--- src/rtl/rns503_509_reverse_converter.sv ---
// rns503_509_reverse_converter: sequential residue pair {mod 503, mod 509} to binary converter
module rns503_509_reverse_converter #(
    parameter int MOD_A  = 503,
    parameter int MOD_B  = 509,
    parameter int INV_AB = 424,
    parameter int RW     = 9
) (
    input  logic          clk,
    input  logic          rst_n,
    input  logic          in_valid,
    output logic          in_ready,
    input  logic [RW-1:0] r_a,
    input  logic [RW-1:0] r_b,
    output logic          out_valid,
    input  logic          out_ready,
    output logic [17:0]   x,
    output logic          err
);
    localparam logic [2:0] IDLE = 3'd0;
    localparam logic [2:0] SUB  = 3'd1;
    localparam logic [2:0] MUL  = 3'd2;
    localparam logic [2:0] FIN  = 3'd3;
    localparam logic [2:0] DONE = 3'd4;
    localparam logic [8:0]  INV = 9'(INV_AB);
    localparam logic [9:0]  MB10 = 10'(MOD_B);
    localparam logic [10:0] MB11 = 11'(MOD_B);
    localparam logic [9:0]  MA10 = 10'(MOD_A);

    logic [2:0]  state_q, state_d;
    logic [8:0]  ra_q, ra_d, rb_q, rb_d;
    logic        bad_q, bad_d;
    logic [9:0]  d_q, d_d;
    logic [8:0]  acc_q, acc_d;
    logic [3:0]  idx_q, idx_d;
    logic [17:0] x_q, x_d;
    logic        err_q, err_d;
    logic [10:0] dbl, dbl_m, add, add_m;
    logic [17:0] x_calc;

    assign in_ready  = state_q == IDLE;
    assign out_valid = state_q == DONE;
    assign x         = x_q;
    assign err       = err_q;

    // One modular double-and-add step of k = d * INV mod 509, and the final 503*k + r_a
    always_comb begin
        dbl    = {1'b0, acc_q, 1'b0};
        dbl_m  = dbl >= MB11 ? dbl - MB11 : dbl;
        add    = dbl_m + {1'b0, d_q};
        add_m  = add >= MB11 ? add - MB11 : add;
        x_calc = {acc_q, 9'b0} - {6'b0, acc_q, 3'b0} - {9'b0, acc_q} + {9'b0, ra_q};
    end

    // Next-state logic for the conversion sequence
    always_comb begin
        state_d = state_q;
        ra_d    = ra_q;
        rb_d    = rb_q;
        bad_d   = bad_q;
        d_d     = d_q;
        acc_d   = acc_q;
        idx_d   = idx_q;
        x_d     = x_q;
        err_d   = err_q;
        case (state_q)
            IDLE: if (in_valid) begin
                ra_d    = r_a;
                rb_d    = r_b;
                bad_d   = ({1'b0, r_a} >= MA10) | ({1'b0, r_b} >= MB10);
                state_d = SUB;
            end
            SUB: begin
                d_d     = rb_q >= ra_q ? {1'b0, rb_q} - {1'b0, ra_q}
                                       : {1'b0, rb_q} - {1'b0, ra_q} + MB10;
                acc_d   = 9'd0;
                idx_d   = 4'd8;
                state_d = MUL;
            end
            MUL: begin
                acc_d   = INV[idx_q] ? 9'(add_m) : 9'(dbl_m);
                idx_d   = idx_q - 4'd1;
                state_d = idx_q == 4'd0 ? FIN : MUL;
            end
            FIN: begin
                x_d     = bad_q ? 18'd0 : x_calc;
                err_d   = bad_q;
                state_d = DONE;
            end
            DONE: state_d = out_ready ? IDLE : DONE;
            default: state_d = IDLE;
        endcase
    end

    // State and datapath registers with synchronous active-low reset
    always_ff @(posedge clk) begin
        if (!rst_n) begin
            state_q <= IDLE;
            ra_q    <= '0;
            rb_q    <= '0;
            bad_q   <= 1'b0;
            d_q     <= '0;
            acc_q   <= '0;
            idx_q   <= '0;
            x_q     <= '0;
            err_q   <= 1'b0;
        end else begin
            state_q <= state_d;
            ra_q    <= ra_d;
            rb_q    <= rb_d;
            bad_q   <= bad_d;
            d_q     <= d_d;
            acc_q   <= acc_d;
            idx_q   <= idx_d;
            x_q     <= x_d;
            err_q   <= err_d;
        end
    end
endmodule

--- config.mk ---
export PLATFORM = sky130hd
export DESIGN_NAME = rns503_509_reverse_converter
export DESIGN_NICKNAME = d
export VERILOG_FILES = /design/src/rtl/rns503_509_reverse_converter.sv
export SDC_FILE = /design/constraint.sdc
export NUM_CORES = 1
export LEC_CHECK = 0
export CORE_MARGIN = 5
export CORE_UTILIZATION = 65
export CTS_CLUSTER_DIAMETER = 100
export DETAILED_ROUTE_END_ITERATION = 16
export DONT_BUFFER_PORTS = 1
export HOLD_SLACK_MARGIN = 0.1
export PLACE_DENSITY_LB_ADDON = 0.1
export SKIP_CTS_REPAIR_TIMING = 1
export SLEW_MARGIN = 20
export SYNTH_ARGS = -nofsm -noshare
export SYNTH_HDL_FRONTEND = slang
export SYNTH_SLANG_ARGS = --single-unit
--- constraint.sdc ---
create_clock -name clk -period 5.3 [get_ports clk]
set_clock_uncertainty 0.2 [all_clocks]
set_input_delay 0.795 -clock clk [delete_from_list [all_inputs] [get_ports clk]]
set_output_delay 0.795 -clock clk [all_outputs]
set_load 0.02 [all_outputs]
==> metrics.txt <==
CP arrival 4.97 ns; Final #Nets about 670; Syn Std Cell Area between 4000 and 5000 um^2; Leakage approximately 2 nW; critical path class reg2reg; clock sink total between 60 and 70; Antenna Nets Post-Route 0; count of cell types in the netlist 70; power per cell area 401 nW/um^2; gr usage total around 27%; clock buffer depth 2; R2R depth 15; Remaining DRCs 0; internal reg-to-reg setup slack between 0.4 and 0.5 ns; f_max between 0.2 and 0.25 GHz; DR vias/cell 6.21; top-count cell post-synth nand2_1; final worst setup slack ~0.43 ns; core box area just over 7000 um^2; number of max-cap violations 0; Post-Syn Instances 617; Synth area leaders dfxtp_1 27%, ha_1 10%, nand2_1 6.3%, xnor2_1 6.0%, a21oi_1 5.4%; worst-margin pin slew ~0.8 ns; Hold Path Class reg2reg; Ports between 40 and 50; Initial Utilization between 60 and 70%; hold_ws roughly 0.26 ns; Worst Setup End Kind flop; sequential-to-total area share from yosys stat 27.1%; hpwl dp roughly 9000 um; Rows 31; Synth Area per Inst just under 8 um^2; final hold vios 0; peak supply drop 229 uV; Synth Flop Type dfxtp_1; htree depth 3; largest net degree at the start of global routing 46; crit path from acc_q[0]; clock period minus worst slack about 4.9 ns; Area Overhead vs Synth 5.68%; DR vias about 4,400; worst reg2reg startpoint acc_q[0]; syn nets about 690; Final GP Congestion roughly 0.88; Hold Crit Depth 2; Die Ht between 90 and 100 um; CTS clk-pin slew, worst paths about 0.090 ns; Cell Chain, Critical Path ha_1 -> nand3_1 -> nor2_1 -> nor2_1 -> clkinv_1 -> xnor2_1 -> inv_1 -> fa_1 -> xnor2_1 -> nor3b_2 -> o2111ai_1 -> or4b_1 -> and2_1 -> or4_1 -> nand3_1; drt first-iter violations 319; Antenna diodes 0; status finished, final reports clean; Post-synth EDFFs 0; Slew HR between 40% and 50%; Critical Path End acc_q[5]; initial antenna violation count 0; root buffer cell clkbuf_8; grt ovf 0; iteration count of the initial detailed-routing pass 5; post-place setup slack ~0.57 ns; clk_lat worst skew ~0.36 ns; Final Max Slew Viols 0; first-pass GRT wire length approximately 19,000 um; Synth top area share approximately 27%; post-synth top area cell dfxtp_1; Slowest cell on crit path or4b_1; CTS tree done; share of layout cells above drive strength 1 ~5.6%; number of synthesis warnings 0; RSZ-0062 raised after global routing no; Fin Setup TNS 0 ns; DR WL/cell around 17 um; Post-synth ARST share 0%; Die Wd between 90 and 100 um; PortBufs 0; Final setup viols 0; DRT Wirelength 11,700 um; Setup crit start kind flop; Worst path max stage delay between 0.5 and 0.6 ns; commonest cells in the netlist 81 x nand2_1, 65 x dfxtp_1, 52 x a21oi_1, 43 x inv_1, 43 x nor2_1; die area 9200 um^2; final worst path period share 91.9%; crit-path max FO 8; worst r2r dst acc_q[5]; register bit total from synthesis 65; total CTS buffers 9; Required @ worst endpoint roughly 5.4 ns; vias in the first global route roughly 4,300
## through the flow
stage / std cells / area [um^2] / power (mW) / util [%]
6_report: 706 / 5070 / 2.03 / 70.3
5_1_grt: 706 / 5070 / 2.16 / 70.3
4_1_cts: 706 / 5070 / 2.02 / 70.3
3_5_place_dp: 690 / 4820 / 1.48 / 66.8
3_3_place_gp: 690 / 4820 / 1.46 / 66.8
2_1_floorplan: 617 / 4800 / 1.32 / -
## cells by family after synthesis
kind of cell | after synthesis | share of synthesized area (%)
and+or+nand+nor | 221 | 22.6
adders and majority gates | 49 | 14.2
xor gates and xnor gates | 46 | 8.40
AOI/OAI and AO/OA | 161 | 21.2
buffers and inverters | 72 | 5.84
muxes | 3 | 0.626
DFF | 65 | 27.1
## where the power goes
group	switching, mW	leakage [nW]	internal, mW
clock	0.226	0.122	0.318
sequential	0.0648	0.529	0.540
combinational	0.512	1.31	0.370
## registers in the layout, indices dropped and copies added, names as in the netlist, named ones only
register and flops:
acc_q 9, bad_q 1, d_q 10, err 1, idx_q 4, ra_q 9
rb_q 9, state_q 3, x 18
## worst min-delay path by stage
stage / startpoint / to / slack (ns)
2_1_floorplan: d_q[0] / d_q[0] / 0.24
3_3_place_gp: ra_q[2] / ra_q[2] / 0.25
3_5_place_dp: ra_q[2] / ra_q[2] / 0.25
4_1_cts: ra_q[2] / ra_q[2] / 0.26
5_1_grt: rb_q[4] / rb_q[4] / 0.29
6_report: ra_q[2] / ra_q[2] / 0.26
## critical path, delay by kind of cell (launching register included)
kind | cells | cell delay [ns]
AO/OA/AOI/OAI | 1 | 0.15
XOR/XNOR | 2 | 0.77
adder cells (fa/ha/maj) | 2 | 0.74
buffers and inverters | 2 | 0.35
flip-flops | 1 | 0.37
AND/OR/NAND/NOR | 8 | 2.23
## cells in the final DEF, fill, tap and decap left out, types with 2 or more instances in the layout
cell type	n
a21oi_1	52
a211oi_1	11
o31ai_1	6
xnor2_1	33
nor2b_1	5
or3_1	4
nand2b_1	9
clkbuf_8	9
nand3b_1	4
dfxtp_1	65
o211ai_1	2
a31oi_1	7
xor2_1	13
o21ai_0	34
and2_1	5
a22o_1	2
a2111oi_0	3
a211oi_2	2
mux2i_1	3
nand4_1	11
o22ai_1	4
bufinv_16	3
a21o_1	4
nor3_1	15
fa_1	9
nor3b_1	2
a22oi_1	6
ha_1	40
nor4_1	5
nor2_1	42
or2_2	3
inv_1	43
o21a_1	3
nand2_1	81
o21bai_1	7
nand3_1	18
a31o_2	2
o2111ai_1	2
or4_1	3
## area by class of cell
cell class	count	area [um^2]
Clock inverter	7	126
Sequential cell	65	1300
Fill cell	623	2140
Tap cell	99	124
Multi-Input combinational cell	480	3220
Clock buffer	9	124
Inverter	45	169
Timing Repair Buffer	1	7.51
## metal layers
| layer | track usage (%) | wire length (um) | vias up |
|---|---|---|---|
| met5 | 0 | 0 | - |
| met4 | 12.7 | 359 | 0 |
| met3 | 3.91 | 738 | 35 |
| met2 | 47.5 | 5640 | 153 |
| met1 | 32.3 | 4950 | 2047 |
| li1 | - | - | 2150 |
(Power assumes the default switching activity.)
